==> config.mk <==
export PLATFORM = sky130hd
export DESIGN_NAME = ldm_stm_seq_flat
export DESIGN_NICKNAME = d
export VERILOG_FILES = /design/src/rtl/ldm_stm_seq_pkg.sv /design/src/rtl/ldm_stm_seq_if.sv /design/src/rtl/ldm_stm_seq_scan.sv /design/src/rtl/ldm_stm_seq.sv /design/src/flat_wrapper.sv
export SDC_FILE = /design/constraint.sdc
export NUM_CORES = 1
export LEC_CHECK = 0
export BUFFER_PORTS_ARGS = -buffer_cell sky130_fd_sc_hd__buf_2
export CORE_AREA = 2 2 175 142
export DETAILED_ROUTE_END_ITERATION = 6
export DIE_AREA = 0 0 177 144
export GPL_TIMING_DRIVEN = 1
export PLACE_DENSITY = 0.6
export SLEW_MARGIN = 10
export SYNTH_ARGS = -nofsm -noshare
export SYNTH_HDL_FRONTEND = slang
export SYNTH_SLANG_ARGS = --single-unit
==> constraint.sdc <==
create_clock -name clk -period 7.4 [get_ports clk]
set_input_delay 0.37 -clock clk [delete_from_list [all_inputs] [get_ports clk]]
set_output_delay 0.37 -clock clk [all_outputs]
set_load 0.01 [all_outputs]
==> src/rtl/ldm_stm_seq_pkg.sv <==
// rtl/ldm_stm_seq_pkg.sv - shared types and constants for the LDM/STM block-transfer sequencer
package ldm_stm_pkg;

    typedef enum logic [1:0] {
        IDLE  = 2'd0,
        SETUP = 2'd1,
        XFER  = 2'd2,
        FIN   = 2'd3
    } state_e;

    // Addressing modes, indexed by {P,U}
    localparam logic [1:0] MODE_DA = 2'b00;
    localparam logic [1:0] MODE_IA = 2'b01;
    localparam logic [1:0] MODE_DB = 2'b10;
    localparam logic [1:0] MODE_IB = 2'b11;

    // One register occupies one 32-bit word
    localparam int unsigned WORD_STRIDE = 4;

endpackage

==> src/rtl/ldm_stm_seq_if.sv <==
// rtl/ldm_stm_seq_if.sv - memory beat handshake between the sequencer and the memory port
interface ldm_stm_seq_if #(
    parameter int ADDR_W = 32
);
    logic              mem_req;
    logic              mem_ack;
    logic [ADDR_W-1:0] mem_addr;
    logic              mem_we;

    modport master (
        output mem_req,
        output mem_addr,
        output mem_we,
        input  mem_ack
    );

    modport slave (
        input  mem_req,
        input  mem_addr,
        input  mem_we,
        output mem_ack
    );
endinterface

==> src/rtl/ldm_stm_seq_scan.sv <==
// rtl/ldm_stm_seq_scan.sv - lowest-set-bit encoder and popcount over the register list
module reg_list_scan #(
    parameter int NREG  = 16,
    parameter int IDX_W = $clog2(NREG),
    parameter int CNT_W = $clog2(NREG + 1)
) (
    input  logic [NREG-1:0]  list_i,
    output logic [IDX_W-1:0] idx_o,
    output logic             any_o,
    output logic [CNT_W-1:0] count_o
);

    // Walk from the top down so the last hit is the lowest set bit
    always_comb begin
        idx_o   = '0;
        count_o = '0;
        any_o   = |list_i;
        for (int i = NREG - 1; i >= 0; i--) begin
            if (list_i[i]) begin
                idx_o = IDX_W'(i);
            end
        end
        for (int i = 0; i < NREG; i++) begin
            count_o = count_o + CNT_W'(list_i[i]);
        end
    end

endmodule

==> src/rtl/ldm_stm_seq.sv <==
// rtl/ldm_stm_seq.sv - LDM/STM sequencer top; optional abort path under LDM_SEQ_ABORT_EN
module ldm_stm_seq
    import ldm_stm_pkg::*;
#(
    parameter int ADDR_W = 32,
    parameter int NREG   = 16
) (
    input  logic                    clk,
    input  logic                    rst,
    input  logic                    start_i,
    input  logic [NREG-1:0]         reg_list_i,
    input  logic [ADDR_W-1:0]       base_i,
    input  logic                    p_bit_i,
    input  logic                    u_bit_i,
    input  logic                    l_bit_i,
    input  logic                    w_bit_i,
    ldm_stm_seq_if.master           mem,
    output logic                    busy_o,
    output logic [$clog2(NREG)-1:0] rf_idx_o,
    output logic                    rf_we_o,
    output logic                    wb_en_o,
    output logic [ADDR_W-1:0]       wb_value_o,
`ifdef LDM_SEQ_ABORT_EN
    input  logic                    mem_abort_i,
    output logic                    aborted_o,
`endif
    output logic                    done_o
);

    localparam int IDX_W = $clog2(NREG);
    localparam int CNT_W = $clog2(NREG + 1);

    state_e            state_q, state_d;
    logic [NREG-1:0]   list_q, list_d;
    logic [ADDR_W-1:0] base_q, base_d;
    logic [ADDR_W-1:0] addr_q, addr_d;
    logic [ADDR_W-1:0] wb_value_q, wb_value_d;
    logic              p_q, p_d, u_q, u_d, l_q, l_d, w_q, w_d;
    logic              aborted_q, aborted_d;

    logic [IDX_W-1:0]  scan_idx;
    logic              scan_any;
    logic [CNT_W-1:0]  scan_cnt;
    logic [ADDR_W-1:0] span;
    logic [ADDR_W-1:0] stride;
    logic              abort_hit;

`ifdef LDM_SEQ_ABORT_EN
    assign abort_hit = mem_abort_i;
    assign aborted_o = aborted_q;
`else
    assign abort_hit = 1'b0;
`endif

    reg_list_scan #(.NREG(NREG), .IDX_W(IDX_W), .CNT_W(CNT_W)) u_scan (
        .list_i  (list_q),
        .idx_o   (scan_idx),
        .any_o   (scan_any),
        .count_o (scan_cnt)
    );

    assign stride     = ADDR_W'(WORD_STRIDE);
    assign span       = ADDR_W'(scan_cnt) * stride;
    assign mem.mem_addr = addr_q;
    assign rf_idx_o   = scan_idx;
    assign wb_value_o = wb_value_q;
    assign busy_o     = (state_q != IDLE);

    // Next-state, datapath updates and per-state strobes
    always_comb begin
        state_d     = state_q;
        list_d      = list_q;
        base_d      = base_q;
        addr_d      = addr_q;
        wb_value_d  = wb_value_q;
        p_d         = p_q;
        u_d         = u_q;
        l_d         = l_q;
        w_d         = w_q;
        aborted_d   = aborted_q;
        mem.mem_req = 1'b0;
        mem.mem_we  = 1'b0;
        rf_we_o     = 1'b0;
        wb_en_o     = 1'b0;
        done_o      = 1'b0;
        case (state_q)
            IDLE: begin
                if (start_i) begin
                    list_d    = reg_list_i;
                    base_d    = base_i;
                    p_d       = p_bit_i;
                    u_d       = u_bit_i;
                    l_d       = l_bit_i;
                    w_d       = w_bit_i;
                    aborted_d = 1'b0;
                    state_d   = SETUP;
                end
            end
            SETUP: begin
                // Beats always walk upward, so decrementing modes start low
                case ({p_q, u_q})
                    MODE_IA: addr_d = base_q;
                    MODE_IB: addr_d = base_q + stride;
                    MODE_DA: addr_d = base_q - span + stride;
                    default: addr_d = base_q - span;
                endcase
                wb_value_d = u_q ? (base_q + span) : (base_q - span);
                state_d    = scan_any ? XFER : FIN;
            end
            XFER: begin
                mem.mem_req = 1'b1;
                mem.mem_we  = ~l_q;
                if (abort_hit) begin
                    aborted_d = 1'b1;
                    state_d   = FIN;
                end else if (mem.mem_ack) begin
                    rf_we_o = l_q;
                    list_d  = list_q & (list_q - NREG'(1));
                    addr_d  = addr_q + stride;
                    if (list_d == '0) begin
                        state_d = FIN;
                    end
                end
            end
            FIN: begin
                done_o  = 1'b1;
                wb_en_o = w_q & ~aborted_q;
                state_d = IDLE;
            end
            default: state_d = IDLE;
        endcase
    end

    // State and latched-operand registers
    always_ff @(posedge clk) begin
        if (rst) begin
            state_q    <= IDLE;
            list_q     <= '0;
            base_q     <= '0;
            addr_q     <= '0;
            wb_value_q <= '0;
            p_q        <= 1'b0;
            u_q        <= 1'b0;
            l_q        <= 1'b0;
            w_q        <= 1'b0;
            aborted_q  <= 1'b0;
        end else begin
            state_q    <= state_d;
            list_q     <= list_d;
            base_q     <= base_d;
            addr_q     <= addr_d;
            wb_value_q <= wb_value_d;
            p_q        <= p_d;
            u_q        <= u_d;
            l_q        <= l_d;
            w_q        <= w_d;
            aborted_q  <= aborted_d;
        end
    end

endmodule
==> src/flat_wrapper.sv <==
// flat-port wrapper written by rule: the top's interface ports become plain ports
module ldm_stm_seq_flat import ldm_stm_pkg::*;
#(
    parameter int ADDR_W = 32,
    parameter int NREG   = 16
)
  (clk, rst, start_i, reg_list_i, base_i, p_bit_i, u_bit_i, l_bit_i, w_bit_i, busy_o, rf_idx_o, rf_we_o, wb_en_o, wb_value_o, done_o, mem_mem_req, mem_mem_addr, mem_mem_we, mem_mem_ack);
  ldm_stm_seq_if #(.ADDR_W(ADDR_W)) mem_i ();
  input  logic clk;
  input  logic rst;
  input  logic start_i;
  input  logic [NREG-1:0] reg_list_i;
  input  logic [ADDR_W-1:0] base_i;
  input  logic p_bit_i;
  input  logic u_bit_i;
  input  logic l_bit_i;
  input  logic w_bit_i;
  output logic busy_o;
  output logic [$clog2(NREG)-1:0] rf_idx_o;
  output logic rf_we_o;
  output logic wb_en_o;
  output logic [ADDR_W-1:0] wb_value_o;
  output logic done_o;
  output wire logic [$bits(mem_i.mem_req)-1:0] mem_mem_req;
  output wire logic [$bits(mem_i.mem_addr)-1:0] mem_mem_addr;
  output wire logic [$bits(mem_i.mem_we)-1:0] mem_mem_we;
  input wire logic [$bits(mem_i.mem_ack)-1:0] mem_mem_ack;
  assign mem_mem_req = mem_i.mem_req;
  assign mem_mem_addr = mem_i.mem_addr;
  assign mem_mem_we = mem_i.mem_we;
  assign mem_i.mem_ack = mem_mem_ack;
  ldm_stm_seq #(.ADDR_W(ADDR_W), .NREG(NREG)) u_core (.clk(clk), .rst(rst), .start_i(start_i), .reg_list_i(reg_list_i), .base_i(base_i), .p_bit_i(p_bit_i), .u_bit_i(u_bit_i), .l_bit_i(l_bit_i), .w_bit_i(w_bit_i), .mem(mem_i), .busy_o(busy_o), .rf_idx_o(rf_idx_o), .rf_we_o(rf_we_o), .wb_en_o(wb_en_o), .wb_value_o(wb_value_o), .done_o(done_o));
endmodule
==> impl_metrics.ini, run 1 <==
[timing]
rsz0062_at_grt = false
fmax_mhz = 142
fin_hold_ws_ns = 0.174
worst_pin_slew_ns = 1.18
min_period_ns = 7.06
slew_viol_final = 0
finalSetupTns_ns = 0
setup-violations-final = 0
clock_skew_ns = 0.0103
hold_violations = 0
relSlewSlack = 0.212
fin_crit_sh = 0.954

[synthesis]
syn_nets = 1411
synth_cell_types = 68
synth_edf_count = 0
synth-seq-cells = 118
synth.cell_area_mm2 = 0.00938
synthFlopType = dfxtp_1
async_reset_ff_frac = 0
syn_inst = 1316
yosysWarnings = 0
syn_area_per_cell_um2 = 7.13
ys_seq_area_frac = 0.252

[placed_design]
place_area_mm2 = 0.0102
port_buffers = 129
place.gp.congestion = 0.917
place_hpwl_mm = 22.5

[critical_path]
crit_fanout = 7
end_kind = register
slowest_delay_ns = 0.58
r2r_slack_ns = 0.34
slowest_stage = fa_1
r2r-end = u_core.mem.mem_addr[20]
path_buf_inv = 2
crit_arrival_ns = 7.34
crit_path_cell_trace = inv_1, fa_1, fa_1, fa_1, fa_1, inv_1, ha_1, fa_1, fa_1, or2_2, a22o_1, xor2_1, a31oi_1, nor4_2, nand4_1, or4_1, mux2i_1, o21ai_0, a21oi_1
reg2reg_depth = 19
crit_required_ns = 7.68
cp.depth = 19
cp_top_family = adder cells
cp-start-kind = register
setup.worst_path.start = u_core.list_q[0]
endpoint = u_core.mem.mem_addr[20]
critPathKind = register to register
r2r_start = u_core.list_q[0]
crit_top_cell = fa_1

[drt]
finalWirelength_mm = 31.6
drc = 0
postRouteAntennaNets = 0
first_iter_violations = 1001
num_vias = 9948
routedWlPerCell_um = 18.4
firstDrtPassIters = 6
vias_per_cell = 5.78

[finish]
layout.nets = 1484
utilization = 0.452
final_common_cell = nand2_1
drive_gt1_frac = 0.144
regArea_mm2 = 0.00236
layout_common_cells = nand2_1 (174), nor2_1 (146), a21oi_1 (136), buf_2 (128), dfxtp_1 (118)
fin_area_mm2 = 0.0108
syn_to_final_growth_pct = 15.4
n_antenna_cell = 0
nFillCells = 2549
multi_input_area_mm2 = 0.00652

[run]
maxCapViolCount = 0

[global_route]
antenna_found_initial = 0
gr-usage-all-layers = 0.248
grt-ovfl-total = 0
grt_pass1_wl_mm = 49.7
grt_pass1_vias = 9307
grt_max_degree = 75

[hold_path]
hold_path_class = input pin to register
hold_start = base_i[18]

[cts]
insertion_delay_ns = 0.43
clkTransAtPathRegs_ns = 0.06
clock_path_buffers = 2
cts_sinks = 118
htree_num_levels = 4
cts_made_buffers = 17
cts-hold-fix-buffers = 0
root_buffer = clkbuf_16
cts_tree = built

[floorplan]
ios = 130
die_area_mm2 = 0.0255
die_y_um = 144
row_count = 51
initial_core_util = 0.392
core_area_mm2 = 0.0239
fp.dieW_um = 177

[outcome]
status = finished clean
## synthesized netlist by cell type, types with 8 or more instances
cell,n,area share
o22ai_1,14,0.0093
nor3_1,36,0.019
xnor2_1,46,0.043
nand2b_1,12,0.0080
ha_1,27,0.036
nand3_1,45,0.024
and3_1,14,0.0093
a211oi_1,24,0.019
nor2b_1,8,0.0053
buf_1,17,0.0068
a21o_1,16,0.013
a31oi_1,13,0.0087
nor4_1,28,0.019
clkbuf_1,73,0.029
nor2_1,147,0.059
o21ai_0,73,0.039
a21oi_1,136,0.073
dfxtp_1,118,0.25
fa_1,12,0.026
nand2_1,174,0.070
or3_1,19,0.013
mux2i_1,35,0.037
xor2_1,47,0.044
inv_1,46,0.018
nand4_1,21,0.014
## area by class of cell
cell class / count / area share
sequential: 118 / 0.218
timing repair buffer: 147 / 0.0724
clock buffer: 20 / 0.0422
clock inverter: 12 / 0.0119
multi-input combinational: 1059 / 0.602
tap: 318 / 0.0368
inverter: 46 / 0.0160
## through the flow
stage | std cells | setup WS [ns]
finish | 1720 | 0.338
detailed placement | 1686 | 0.319
global route | 1720 | 0.00543
floorplan | 1316 | 0.839
global placement | 1686 | 0.383
CTS | 1718 | 0.260
## per-layer routing
layer | track usage | vias up | share of wire
met5 | 0 | - | 0
met4 | 0.107 | 0 | 0.036
met3 | 0.0521 | 72 | 0.065
met2 | 0.392 | 378 | 0.45
met1 | 0.328 | 4686 | 0.45
li1 | - | 4812 | -
## how the worst min path moves through the flow
stage,end,slack (ns),cells past startpoint
floorplan,u_core.w_q,0.43,2
global placement,u_core.w_q,0.44,2
detailed placement,u_core.w_q,0.46,2
CTS,u_core.base_q[18],0.16,3
global route,u_core.base_q[7],0.16,3
finish,u_core.base_q[18],0.17,3
## state kept, by name, summed over array words and instances, names as in the netlist
name and flops:
u_core.wb_value_o 32, u_core.p_q 1, u_core.l_q 1, u_core.mem.mem_addr 32
u_core.base_q 32, u_core.u_q 1, u_core.state_q 2, u_core.w_q 1
u_core.list_q 16
## kinds of logic (layout without fill, tap and decap cells)
| family | Yosys count | count (layout) | synth area share |
|---|---|---|---|
| XOR/XNOR | 93 | 93 | 0.0869 |
| buffers and inverters | 139 | 225 | 0.0560 |
| multiplexers | 36 | 36 | 0.0386 |
| AND/OR/NAND/NOR | 552 | 552 | 0.285 |
| AO/OA/AOI/OAI | 336 | 336 | 0.216 |
| flip-flops | 118 | 118 | 0.252 |
| adder cells (fa/ha/maj) | 42 | 42 | 0.0648 |
## worst min-delay path, cell delays in order
cell     delay (ns)
buf_2          0.09
nand2_1        0.04
a21oi_1        0.05
## timing repair
action / 4_1_cts / 5_1_grt
resized for setup: 0 / 2
endpoints found under the setup margin: 0 / 2
endpoints found under the hold margin: 0 / 0
setup buffers: 0 / 2
Power of run 1 is not shown: default switching activity piles up to over one toggle a cycle in this logic, so the estimate is an artifact.
==> run 2, diff against run 1 <==
--- a/config.mk
+++ b/config.mk
@@ -7,6 +7,7 @@
 export LEC_CHECK = 0
 export BUFFER_PORTS_ARGS = -buffer_cell sky130_fd_sc_hd__buf_2
 export CORE_AREA = 2 2 175 142
+export CTS_BUF_LIST = sky130_fd_sc_hd__clkbuf_4 sky130_fd_sc_hd__clkbuf_8
 export DETAILED_ROUTE_END_ITERATION = 6
 export DIE_AREA = 0 0 177 144
 export GPL_TIMING_DRIVEN = 1
==> run 2 against run 1 <==
Global-route usage fell by 0.10 points. Critical endpoint unchanged. Critical path type unchanged. Sequential share of layout area rose by 0.37 points. First-iteration DRC count fell by 9.6%. Final area fell by 1.7%. Clock skew rose by 0.0090 ns. Routed wire length fell by 0.37%. Hold slack got worse by 0.050 ns. Fmax fell by 0.15%. Die area did not move. Register-to-register slack barely moved.
==> impl_metrics.ini, run 2 (synthesized netlist as in run 1, its figures left out) <==
[drt]
postRouteAntennaNets = 0
num_vias = 9935
vias_per_cell = 5.78
firstDrtPassIters = 5
first_iter_violations = 905
drc = 0
routedWlPerCell_um = 18.3
finalWirelength_mm = 31.5

[critical_path]
r2r_slack_ns = 0.33
cp-start-kind = register
r2r_start = u_core.list_q[0]
crit_top_cell = fa_1
crit_arrival_ns = 7.39
slowest_delay_ns = 0.58
r2r-end = u_core.mem.mem_addr[20]
slowest_stage = fa_1
crit_fanout = 7
crit_path_cell_trace = inv_1, fa_1, fa_1, fa_1, fa_1, inv_1, ha_1, fa_1, fa_1, or2_2, a22o_1, xor2_1, a31oi_1, nor4_2, nand4_1, or4_1, mux2i_1, o21ai_0, a21oi_1
critPathKind = register to register
end_kind = register
reg2reg_depth = 19
crit_required_ns = 7.72

[cts]
insertion_delay_ns = 0.48
htree_num_levels = 4
cts_tree = built
cts-hold-fix-buffers = 0
clock_path_buffers = 2
root_buffer = clkbuf_8
clkTransAtPathRegs_ns = 0.09
cts_made_buffers = 17
cts_sinks = 118

[hold_path]
hold_path_class = input pin to register
hold_start = reg_list_i[3]
hold_path_depth = 3
hold_end = u_core.list_q[3]

[timing]
min_period_ns = 7.07
worst_pin_slew_ns = 1.16
rsz0062_at_grt = false
fmax_mhz = 141
clock_skew_ns = 0.0193
hold_violations = 0
fin_crit_sh = 0.956
slew_viol_final = 0
relSlewSlack = 0.226
finalSetupTns_ns = 0
final.setup.worst_slack_ns = 0.328
setup-violations-final = 0

[floorplan]
initial_core_util = 0.392
die_y_um = 144
fp.dieW_um = 177
die_area_mm2 = 0.0255
core_area_mm2 = 0.0239
ios = 130
row_count = 51

[global_route]
grt_use_met2 = 0.393
grt_max_degree = 75
antenna_found_initial = 0
busiest_layer = met2
gr-usage-met3 = 0.0415
grt-ovfl-total = 0
grt_pass1_wl_mm = 49.6
grt_pass1_vias = 9312
grt_util_met1 = 0.331
gr-usage-all-layers = 0.247

[finish]
syn_to_final_growth_pct = 13.4
drive_gt1_frac = 0.146
layout.nets = 1484
final_common_cell = nand2_1
n_antenna_cell = 0
layout_common_cells = nand2_1 (174), nor2_1 (146), a21oi_1 (136), buf_2 (128), dfxtp_1 (118)
fin_area_mm2 = 0.0106

[placed_design]
port_buffers = 129
place.gp.congestion = 0.917
dp_slack_ns = 0.319
place_hpwl_mm = 22.5
place_area_mm2 = 0.0102

[run]
maxCapViolCount = 0

[outcome]
status = finished clean
==> run 2: how the worst max path moves through the flow <==
stage	start	to	cells after the start
floorplan	u_core.list_q[9]	u_core.mem.mem_addr[26]	23
global placement	u_core.list_q[0]	u_core.mem.mem_addr[26]	22
detailed placement	u_core.list_q[0]	u_core.mem.mem_addr[26]	22
CTS	u_core.list_q[0]	u_core.mem.mem_addr[26]	22
global route	u_core.list_q[0]	u_core.mem.mem_addr[20]	19
finish	u_core.list_q[0]	u_core.mem.mem_addr[20]	19
==> run 2: metrics by stage <==
stage | util | instances | hold WS, ns
2_1_floorplan | - | 1316 | 0.432
3_3_place_gp | 0.426 | 1686 | 0.444
3_5_place_dp | 0.426 | 1686 | 0.459
4_1_cts | 0.443 | 1718 | 0.102
5_1_grt | 0.445 | 1720 | 0.116
6_report | 0.445 | 1720 | 0.124
==> run 2: worst max-delay path: cells and delay by family (launching register included) <==
kind | cells | cell delay (ns)
adder cells (fa/ha/maj) | 7 | 3.25
AND/OR/NAND/NOR | 4 | 1.74
AO/OA/AOI/OAI | 4 | 0.74
flip-flops | 1 | 0.44
XOR/XNOR | 1 | 0.39
buffers and inverters | 2 | 0.19
multiplexers | 1 | 0.14
==> run 2: per-layer routing <==
layer / routed length, µm / vias to the layer above / share of wire
met5: 0 / - / 0
met4: 1050 / 0 / 0.033
met3: 1780 / 74 / 0.056
met2: 14200 / 355 / 0.45
met1: 14400 / 4697 / 0.46
li1: - / 4809 / -
==> run 2: cell type report <==
type	instances	area, µm²
well taps	318	398
repair buffers	147	783
multi-input cells	1059	6520
fillers	2556	13300
clock inverters	12	129
clock buffers	20	269
flip-flops and latches	118	2360
inverters	46	173
==> run 2: what timing repair did <==
action | 4_1_cts | 5_1_grt
hold endpoints to repair | 0 | 0
setup endpoints to repair | 0 | 3
resized for setup | 0 | 3
buffers inserted | 0 | 2
Power of run 2 is left out for the same reason.
==> run 3, diff against run 2 <==
--- a/config.mk
+++ b/config.mk
@@ -6,12 +6,12 @@
 export NUM_CORES = 1
 export LEC_CHECK = 0
 export BUFFER_PORTS_ARGS = -buffer_cell sky130_fd_sc_hd__buf_2
-export CORE_AREA = 2 2 175 142
+export CORE_AREA = 2 2 192 156
 export CTS_BUF_LIST = sky130_fd_sc_hd__clkbuf_4 sky130_fd_sc_hd__clkbuf_8
 export DETAILED_ROUTE_END_ITERATION = 6
-export DIE_AREA = 0 0 177 144
+export DIE_AREA = 0 0 194 158
 export GPL_TIMING_DRIVEN = 1
-export PLACE_DENSITY = 0.6
+export PLACE_DENSITY = 0.51
 export SLEW_MARGIN = 10
 export SYNTH_ARGS = -nofsm -noshare
 export SYNTH_HDL_FRONTEND = slang
==> run 3 against run 2 <==
Largest cell class unchanged. Register-to-register slack improved by 0.15 ns. Core utilization decreased by 7.3 points. Non-clock buffer count increased by 1. First-iteration DRC count decreased by 32%. Highest routed layer unchanged. Via count decreased by 1.2%. Flip-flop and latch count unchanged. Clock skew decreased by 0.0028 ns. Fmax increased by 2.2%. Routed wire length increased by 3.8%. Hold slack got worse by 0.0040 ns. Final cell count increased by 3.5%.
==> impl_metrics.ini, run 3 (synthesized netlist as in run 1, its figures left out) <==
[outcome]
status = finished clean

[critical_path]
crit_required_ns = 7.75
slowest_stage = fa_1
critPathKind = register to register
crit_path_cell_trace = inv_1, fa_1, fa_1, fa_1, fa_1, inv_1, ha_1, fa_1, xor2_1, ha_1, buf_4, or2_2, a22o_1, xor2_1, a31oi_1, nor4_1, buf_4, nand3_1, nor2_1, xnor2_1, a211oi_1, a2111oi_0
r2r-end = u_core.mem.mem_addr[21]
crit_arrival_ns = 7.26
r2r_slack_ns = 0.48
slowest_delay_ns = 0.59
crit_fanout = 7
reg2reg_depth = 22
crit_top_cell = fa_1
end_kind = register
r2r_start = u_core.list_q[0]
cp-start-kind = register

[timing]
fin_crit_sh = 0.935
setup-violations-final = 0
fmax_mhz = 145
hold_violations = 0
worst_pin_slew_ns = 1.06
relSlewSlack = 0.292
min_period_ns = 6.92
clock_skew_ns = 0.0166
rsz0062_at_grt = false
finalSetupTns_ns = 0
slew_viol_final = 0

[drt]
first_iter_violations = 613
vias_per_cell = 5.52
drc = 0
num_vias = 9820
postRouteAntennaNets = 0
firstDrtPassIters = 5
finalWirelength_mm = 32.7
routedWlPerCell_um = 18.4

[placed_design]
place.gp.congestion = 0.906
place_hpwl_mm = 23.8
port_buffers = 129

[floorplan]
row_count = 56
core_area_mm2 = 0.0289
die_y_um = 158
ios = 130
initial_core_util = 0.325
fp.dieW_um = 194
die_area_mm2 = 0.0307

[global_route]
grt_pass1_wl_mm = 51.6
grt-ovfl-total = 0
grt_max_degree = 69
gr-usage-all-layers = 0.212
grt_pass1_vias = 9204
antenna_found_initial = 0

[cts]
clkTransAtPathRegs_ns = 0.09
cts_tree = built
root_buffer = clkbuf_8
cts_made_buffers = 17
clock_path_buffers = 2
htree_num_levels = 4
insertion_delay_ns = 0.48
cts_sinks = 118

[hold_path]
hold_path_class = input pin to register
hold_path_depth = 3
hold_end = u_core.list_q[15]
hold_start = reg_list_i[15]

[finish]
layout_common_cells = nand2_1 (174), nor2_1 (146), a21oi_1 (136), buf_2 (128), dfxtp_1 (118)
layout.nets = 1485
drive_gt1_frac = 0.145
n_antenna_cell = 0
final_common_cell = nand2_1
syn_to_final_growth_pct = 14.5

[run]
maxCapViolCount = 0
run 3: changes by cell type in the layout (fill, tap and decap cells not counted), sizes merged:
cell,delta
bufinv,+1
buf,+1
clkbuf,-1
clkinv,+1
clkinvlp,-1
run 3: stage by stage:
step                      hold slack (ns)  cell area [µm²]  instances  setup slack, ns   util
after CTS                          0.0809            10700       1780            0.200  0.371
after floorplan                     0.432             9380       1316            0.839      -
final                               0.120            10700       1780            0.482  0.372
after global placement              0.447            10300       1748            0.331  0.357
after detailed placement            0.453            10300       1748            0.268  0.357
after global routing                0.106            10700       1780          0.00203  0.372
run 3: worst max-delay path by stage:
stage                          start                 endpoint  slack [ns]
floorplan           u_core.list_q[9]  u_core.mem.mem_addr[26]        0.84
global placement    u_core.list_q[0]  u_core.mem.mem_addr[26]        0.33
detailed placement  u_core.list_q[0]  u_core.mem.mem_addr[26]        0.27
CTS                 u_core.list_q[0]  u_core.mem.mem_addr[26]        0.20
global route        u_core.list_q[0]  u_core.mem.mem_addr[26]       0.002
finish              u_core.list_q[0]  u_core.mem.mem_addr[21]        0.48
run 3: final cells by class:
type,instances,area (µm²)
flip-flops and latches,118,2360
fillers,3159,18100
well taps,377,472
multi-input cells,1059,6530
repair buffers,148,791
clock inverters,13,156
inverters,46,173
clock buffers,19,255
run 3: critical path, delay by kind of cell, from the launching register on:
kind                     cells  cell delay [ns]
AND/OR/NAND/NOR              4             1.17
adder cells (fa/ha/maj)      7             2.94
buffers and inverters        4             0.58
AO/OA/AOI/OAI                4             1.02
flip-flops                   1             0.43
XOR/XNOR                     3             0.63
run 3: timing repair:
item	4_1_cts	5_1_grt
hold buffers	0	0
gates resized for setup	0	3
setup buffers	0	0
endpoints found under the setup margin	0	7
run 3: routing by layer:
| metal | wire [µm] | part of all wire | vias up | track usage |
|---|---|---|---|---|
| met5 | 0 | 0 | - | 0 |
| met2 | 15200 | 0.46 | 262 | 0.347 |
| met3 | 1400 | 0.043 | 44 | 0.0311 |
| li1 | - | - | 4814 | - |
| met1 | 15400 | 0.47 | 4700 | 0.287 |
| met4 | 750 | 0.023 | 0 | 0.0711 |
Power of run 3 is left out for the same reason.
